$ cat src/rtl/mem_bus_arbiter_pkg.sv
// Shared definitions for the two-port memory bus arbiter: request encoding,
// the holding/bus request record and the arbiter state.
package mem_bus_arbiter_pkg;

    localparam logic MEMREQ_READ  = 1'b0;
    localparam logic MEMREQ_WRITE = 1'b1;

    typedef struct packed {
        logic        mode;
        logic [31:0] addr;
        logic [31:0] wdata;
        logic [3:0]  wstrb;
    } memreq_t;

    typedef enum logic {
        IDLE,
        BUSY
    } arb_state_t;

endpackage

$ cat src/rtl/mem_req_slot.sv
// One-deep holding register for a requester port: captures a request that
// cannot be issued immediately and flags pulses that arrive with no room.
module mem_req_slot
    import mem_bus_arbiter_pkg::*;
(
    input  logic    clk,
    input  logic    rst,
    input  logic    req,
    input  memreq_t incoming,
    input  logic    busy,
    input  logic    take,
    output logic    pend,
    output memreq_t slot_req,
    output logic    ovf
);

    memreq_t held;
    logic    accept;

    // A request taken on its arrival edge bypasses the holding register.
    always_comb begin
        accept   = req && !pend && !busy;
        ovf      = req && (pend || busy);
        slot_req = pend ? held : incoming;
    end

    always_ff @(posedge clk) begin
        if (rst) begin
            pend <= 1'b0;
            held <= '0;
        end else begin
            if (accept) held <= incoming;
            if (take)
                pend <= 1'b0;
            else if (accept)
                pend <= 1'b1;
        end
    end

endmodule

$ cat src/rtl/mem_bus_arbiter.sv
// Round-robin arbiter sharing one memory bus between instruction fetch
// (port 0) and the mem stage (port 1), with a bounded response timeout.
module mem_bus_arbiter
    import mem_bus_arbiter_pkg::*;
#(
    parameter int unsigned TIMEOUT = 1024,
    parameter int unsigned CNT_W   = 16
) (
    input  logic             clk,
    input  logic             rst,
    input  logic [1:0]       p_request_enable,
    input  logic [1:0]       p_mode,
    input  logic [1:0][31:0] p_addr,
    input  logic [1:0][31:0] p_wdata,
    input  logic [1:0][3:0]  p_wstrb,
    output logic [1:0]       p_response_enable,
    output logic [31:0]      p_data,
    output logic [1:0]       p_error,
    output logic             request_enable,
    output logic             mode,
    output logic [31:0]      addr,
    output logic [31:0]      wdata,
    output logic [3:0]       wstrb,
    input  logic             response_enable,
    input  logic [31:0]      data,
    output logic             overflow
);

    arb_state_t       state;
    logic             grant;
    logic             last_grant;
    logic [CNT_W-1:0] cnt;
    memreq_t          bus;

    logic [1:0] pend;
    logic [1:0] busy;
    logic [1:0] take;
    logic [1:0] ovf;
    logic [1:0] cand;
    logic       winner;
    logic       timed_out;
    logic       done;
    memreq_t    incoming [2];
    memreq_t    slot_req [2];

    assign mode  = bus.mode;
    assign addr  = bus.addr;
    assign wdata = bus.wdata;
    assign wstrb = bus.wstrb;

    // The in-flight port is released on the completing edge, so a same-edge
    // re-request from it is captured rather than counted as an overflow.
    always_comb begin
        timed_out = (TIMEOUT != 0) && (state == BUSY) && !response_enable &&
                    (cnt == CNT_W'(TIMEOUT - 1));
        done      = (state == BUSY) && (response_enable || timed_out);
        cand      = pend | p_request_enable;
        winner    = (&cand) ? ~last_grant : cand[1];
        take      = '0;
        if (state == IDLE && |cand) take[winner] = 1'b1;
        busy      = '0;
        if (state == BUSY && !done) busy[grant] = 1'b1;
    end

    for (genvar i = 0; i < 2; i++) begin : g_slot
        assign incoming[i] = '{mode: p_mode[i], addr: p_addr[i],
                               wdata: p_wdata[i], wstrb: p_wstrb[i]};

        mem_req_slot u_slot (
            .clk      (clk),
            .rst      (rst),
            .req      (p_request_enable[i]),
            .incoming (incoming[i]),
            .busy     (busy[i]),
            .take     (take[i]),
            .pend     (pend[i]),
            .slot_req (slot_req[i]),
            .ovf      (ovf[i])
        );
    end

    always_ff @(posedge clk) begin
        if (rst) begin
            state             <= IDLE;
            grant             <= 1'b0;
            last_grant        <= 1'b1;
            cnt               <= '0;
            bus               <= '0;
            request_enable    <= 1'b0;
            p_response_enable <= '0;
            p_error           <= '0;
            p_data            <= '0;
            overflow          <= 1'b0;
        end else begin
            request_enable    <= 1'b0;
            p_response_enable <= '0;
            p_error           <= '0;
            if (|ovf) overflow <= 1'b1;

            case (state)
                IDLE: begin
                    if (|cand) begin
                        bus            <= slot_req[winner];
                        request_enable <= 1'b1;
                        grant          <= winner;
                        cnt            <= '0;
                        state          <= BUSY;
                    end
                end
                BUSY: begin
                    if (response_enable) begin
                        p_response_enable[grant] <= 1'b1;
                        p_data                   <= data;
                        last_grant               <= grant;
                        state                    <= IDLE;
                    end else if (timed_out) begin
                        p_response_enable[grant] <= 1'b1;
                        p_error[grant]           <= 1'b1;
                        p_data                   <= '0;
                        last_grant               <= grant;
                        state                    <= IDLE;
                    end else begin
                        cnt <= cnt + 1'b1;
                    end
                end
                default: state <= IDLE;
            endcase
        end
    end

endmodule

$ cat config.mk
export PLATFORM = sky130hd
export DESIGN_NAME = mem_bus_arbiter
export DESIGN_NICKNAME = d
export VERILOG_FILES = /design/src/rtl/mem_bus_arbiter_pkg.sv /design/src/rtl/mem_req_slot.sv /design/src/rtl/mem_bus_arbiter.sv
export SDC_FILE = /design/constraint.sdc
export NUM_CORES = 1
export LEC_CHECK = 0
export ABC_AREA = 1
export BUFFER_PORTS_ARGS = -buffer_cell sky130_fd_sc_hd__buf_2
export CORE_ASPECT_RATIO = 0.5
export CORE_MARGIN = 2
export CORE_UTILIZATION = 50
export CTS_CLUSTER_SIZE = 40
export DETAILED_ROUTE_END_ITERATION = 7
export HOLD_SLACK_MARGIN = 0.12
export PLACE_DENSITY = 0.74
export SLEW_MARGIN = 20
export SYNTH_ARGS = -nofsm -noshare
export SYNTH_HDL_FRONTEND = slang
export SYNTH_HIERARCHICAL = 1
export SYNTH_SLANG_ARGS = --single-unit
$ cat constraint.sdc
create_clock -name clk -period 2 [get_ports clk]
set_input_delay 0.3 -clock clk [delete_from_list [all_inputs] [get_ports clk]]
set_output_delay 0.3 -clock clk [all_outputs]
set_load 0.01 [all_outputs]
After elaboration in Yosys (flattened, before gate mapping):

Index checks and enable logic that the tools add are counted.

* add/sub/neg operators: 1
* magnitude comparators: 5
* equality and inequality tests: 4
* multiplexer cells: 26
* bitwise logic cells: 4
* reduce and logical (&&, ||, !) cells: 34

Operators with widths (count)
* 2-to-1 mux 69 bit: 5
* 2-to-1 mux 32 bit: 2
* 2-to-1 mux 16 bit: 3
* one-hot mux 16 bit (2 select lines): 1
* adder 16 x 1 -> 16 bit (second input constant): 1
* == test 16 x 10 -> 1 bit (second input constant): 1
* logical AND 1 bit: 13
* OR reduction 2 bit: 6
* 2-to-1 mux 1 bit: 8
* 2-to-1 mux 2 bit: 4
* logical NOT 1 bit: 6
* AND reduction 2 bit: 3
* < comparator 1 x 2 -> 1 bit (second input constant): 2
* != test 2 bit (second input constant): 2
* logical OR 1 bit: 3
* AND reduction 3 bit: 1
* OR reduction 3 bit: 1
* demux 1 bit (select 1 bit): 2
* >= comparator 1 bit (second input constant): 2
* >= comparator 2 bit (second input constant): 1
* != test 2 x 1 -> 1 bit (second input constant): 1
* NOT 1 bit: 2
* NOT 1 -> 2 bit: 1
* OR 2 bit: 1
* 2 further kinds: 2

* flip-flop bits (word level): 266
* input port bits: 175
* output and inout bits: 107
* word-level logic and storage cells: 97

Logic depth before layout (Yosys ltp):

* word-level depth: 11
* mapped depth: 13
* mapped depth without buffers: 11

Cells and area by module:

Netlist, hierarchy kept.

By module, submodules not included
* mem_req_slot: instances 2, cells each 613, area each 3792.4 µm², seq. area each 1401.3 µm²
* mem_bus_arbiter: instances 1, cells each 702, area each 5111.2 µm², seq. area each 2522.4 µm²

Least setup slack after synthesis:

OpenSTA, ideal clock, no wires.

* kind: reg2reg
* start point: register cnt[0]
* end point: register overflow
* library setup time: 0.128 ns
* data arrival time: 1.682 ns
* data required time: 1.872 ns
* path slack: 0.190 ns
* stages on the path, launching flop included: 13
* path buffers: 2
* period minus slack after synthesis: 1.810 ns
* cells stage by stage: dfxtp_1 ha_1 nand3_1 nor2_4 nand2_2 nand2_4 nor2_1 nor2_4 buf_6 buf_4 nor2_1 nor3_1 nor2_1

* word-level cells in the longest chain between the ends: 10
* elaborated cells on any way between the ends: 12
* those cells by class: 1 x eq/ne; 1 x mux; 10 x reduce/logical

RTL lines
* from (decl): line mem_bus_arbiter.sv:32 `logic [CNT_W-1:0] cnt;`
* from (signal assigned): line mem_bus_arbiter.sv:123 `cnt <= cnt + 1'b1;`
* == test 16 x 10 -> 1 bit: line mem_bus_arbiter.sv:55 `(cnt == CNT_W'(TIMEOUT - 1));`
* logical AND 1 bit: line mem_bus_arbiter.sv:54 `timed_out = (TIMEOUT != 0) && (state == BUSY) && !response_enable &&`
* logical OR 1 bit: line mem_bus_arbiter.sv:56 `done = (state == BUSY) && (response_enable || timed_out);`
* logical AND 1 bit: line mem_bus_arbiter.sv:56
* logical NOT 1 bit: line mem_bus_arbiter.sv:62 `if (state == BUSY && !done) busy[grant] = 1'b1;`
* logical AND 1 bit: line mem_bus_arbiter.sv:62
* 2-to-1 mux 2 bit: line mem_bus_arbiter.sv:62
* named net busy[1]: line mem_bus_arbiter.sv:36 `logic [1:0] busy;`
* logical OR 1 bit: line mem_req_slot.sv:23 `ovf = req && (pend || busy);`
* logical AND 1 bit: line mem_req_slot.sv:23
* named net ovf[1]: line mem_bus_arbiter.sv:38 `logic [1:0] ovf;`
* OR reduction 2 bit: line mem_bus_arbiter.sv:98 `if (|ovf) overflow <= 1'b1;`
* to (signal assigned): line mem_bus_arbiter.sv:93 `overflow <= 1'b0;`
* to (signal assigned): line mem_bus_arbiter.sv:98
* to (decl): line mem_bus_arbiter.sv:26 `output logic overflow`

The timed path passes the listed nets, and every way through them passes these cells.
A chain may end at the register's enable or synchronous reset.

Worst setup path in the final report:

* start point: register cnt[0]
* end point: register g_slot[0].u_slot/held[23] (netlist name)

* word-level cells in the longest chain between the ends: 9

RTL lines
* == test 16 x 10 -> 1 bit: line mem_bus_arbiter.sv:55
* logical AND 1 bit: line mem_bus_arbiter.sv:54
* logical OR 1 bit: line mem_bus_arbiter.sv:56
* logical AND 1 bit: line mem_bus_arbiter.sv:56
* logical NOT 1 bit: line mem_bus_arbiter.sv:62
* logical AND 1 bit: line mem_bus_arbiter.sv:62
* 2-to-1 mux 2 bit: line mem_bus_arbiter.sv:62
* named net busy[0]: line mem_bus_arbiter.sv:36
* logical NOT 1 bit: line mem_req_slot.sv:22 `accept = req && !pend && !busy;`
* logical AND 1 bit: line mem_req_slot.sv:22
* to (signal assigned): line mem_req_slot.sv:32 `if (accept) held <= incoming;`
* to (decl): line mem_req_slot.sv:17 `memreq_t held;`

The timed path passes the listed nets, and every way through them passes these cells.

==> results.txt <==
run status - complete, no violations
1st-iter DRT viols - 1082
Rel. slew slack - 58.2%
Initial Util - 50.6%
grt ovf - 0
pwr/cell area - 836 nW/um^2
largest net degree at the start of global routing - 141
DP Wirelength - 22800 um
max-cap viol count - 0
DR vias/cell - 5.18
EDFF count, synth - 0
Slew Viols, Final - 0
Placer Congestion - 0.832
CTS sink count - 266
register clock-pin slew on the reported worst setup and hold paths - 0.06 ns
final core area utilization - 67.9%
Die Ht - 117 um
Post-Synthesis Cells - 1928
Ys Warns - 6
vias in the first global route - 12440
CP required - 2.42 ns
biggest area consumer among synthesized cells - dfxtp_1
sequential fraction of the synthesis area - 41.9%
critical path arrival - 2.27 ns
Core Area - 25100 um^2
WL per Instance - 14.4 um
Top Ports - 282
Area contributors post-synth - dfxtp_1 42%, nand2_1 18%, a21oi_1 7.4%
overall routing resource usage - 26.9%
Async SR Flop Fraction - 0%
Critical Path End Type - flop
R2R cell count - 12
cell row count - 41
maximum clock insertion buffer count - 3
startpoint types - flop
Cell Area, Synth - 12700 um^2
TritonCTS clock tree - yes
IO buf count - 281
count leader, synth - nand2_1
Skew-Pair Late Insertion Delay - 0.54 ns
Worst Skew - 0.0144 ns
Setup Crit Path Kind - flop to flop
post-route insts no fill - 2676
clock root cell - clkbuf_16
final setup vio count - 0
DRC - 0
area share of the largest cell type after synthesis - 41.9%
fillcell total - 2132
Crit Path Max Fanout - 8
post-synth cell types - 28
crit share post-route - 92.7%
# H-tree levels - 1
Area Growth Syn to Fin - 34.1%
hold path cells - 5
global-route wire length before repair - 59800 um
Vias - 13855
cell count after placement - 2459
clock buffer count from CTS - 26
Syn Area/Cell - 6.59 um^2
Top FF cell, synth - dfxtp_1
total wire length - 38600 um
Leakage - 7.83 nW
layout cell share with drive strength beyond 1 - 18.0%
syn_nets - 2104
maximum clock rate - 539 MHz
initial antenna violation count - 1
width of the die - 229 um
final net count - 2488
Routed Antenna Nets - 0
top post-synthesis cells by count - 593 x nand2_1, 266 x dfxtp_1, 187 x a21oi_1, 172 x nor2_1, 163 x inv_1
#FFs+latches synth - 266
HP Class - primary input to flop
Period minus WS final - 1.85 ns
Worst-Margin Slew - 0.627 ns
DR pass1 iterations - 6
Fin. Hold Viols - 0
Die Area - 26800 um^2
maximum vdd drop - 608 uV
[worst max-delay path, cell delays in order (launching register included)]
cell and delay [ns]:
dfxtp_2 0.36, ha_4 0.15, nand3_2 0.11, nor2_4 0.11
nand2_2 0.07, nand2_4 0.08, nor2_1 0.07, nor2_4 0.22
buf_6 0.19, clkbuf_16 0.17, nand3_1 0.07, nand2_1 0.09
nor2_1 0.04
[power by group]
group	total, mW	switching (mW)	internal [mW]
logic	3.30	1.90	1.41
registers	6.10	0.287	5.81
clock network	4.83	2.13	2.70
[sequential cells by signal, indices dropped and copies added, names as in the netlist]
register            cells
request_enable          1
mode                    1
wstrb                   4
wdata                  32
overflow                1
addr                   32
p_error                 2
g_slot.u_slot/held    138
p_data                 32
state                   1
p_response_enable       2
grant                   1
cnt                    16
last_grant              1
g_slot.u_slot/pend      2
[cell usage in the layout (no fill, tap or decap), drive strengths merged]
cell,count
o21ai,140
clkinv,9
clkbuf,37
nand2,601
bufinv,1
ha,1
or2,2
a31oi,69
diode,2
dfxtp,266
inv,166
nor3,3
clkinvlp,3
buf,342
a21oi,189
nand3,163
dlygate4sd3,160
nor4,1
nand4,1
nor2,176
[final timing paths]
kind / from / endpoint / slack [ns]
max: cnt[0]$_SDFFE_PP0P_ / g_slot[0].u_slot/held[23]$_SDFFE_PP0P_ / 0.15
min: p_wdata[15] / g_slot[0].u_slot/held[19]$_SDFFE_PP0P_ / 0.14
max reg2reg: cnt[0]$_SDFFE_PP0P_ / g_slot[0].u_slot/held[23]$_SDFFE_PP0P_ / 0.15
min reg2reg: p_data[17]$_SDFFE_PP0P_ / p_data[17]$_SDFFE_PP0P_ / 0.46
[what timing repair did]
action	4_1_cts	5_1_grt
resized for setup	0	10
hold endpoints to repair	166	0
hold buffers	160	0
setup buffers	0	3
setup endpoints to repair	0	144
[final cells by class]
class                           instances  area (um^2)  share of cell area [%]
Tap cell                              344          430                    2.53
Clock buffer                           33          728                    4.28
Inverter                              166          623                    3.66
Antenna cell                            2         5.00                  0.0294
Timing Repair Buffer                  506         3810                    22.4
Sequential cell                       266         5340                    31.3
Clock inverter                         13         97.6                   0.573
Multi-Input combinational cell       1346         5990                    35.2
[cell families after synthesis]
group / Yosys count / synth area share, %
compound gates: 398 / 16.4
fa+ha+maj: 1 / 0.0985
buf+inv: 316 / 11.2
flops: 266 / 41.9
simple gates: 947 / 30.3
[metrics by stage]
step / total power, mW / setup slack, ns / setup TNS, ns / hold WS, ns / instance area, um^2
after floorplan: 8.09 / 0.190 / 0 / 0.425 / 12700
final: 14.2 / 0.146 / 0 / 0.142 / 17000
after global placement: 9.03 / 0.140 / 0 / 0.447 / 14400
after global routing: 15.0 / -0.00150 / -0.00150 / 0.145 / 17000
after CTS: 14.1 / 0.0641 / 0 / 0.123 / 16800
after detailed placement: 9.07 / 0.0893 / 0 / 0.450 / 14400
[metal layers]
metal  up-vias  global-route usage (%)  share of wire (%)
met4         0                    12.5                3.7
li1       6936                       -                  -
met1      6293                    33.9                 44
met3       119                    4.13                5.8
met2       507                    46.3                 47
met5         -                       0                  0
Note: power is estimated with default switching activity, not from simulation.
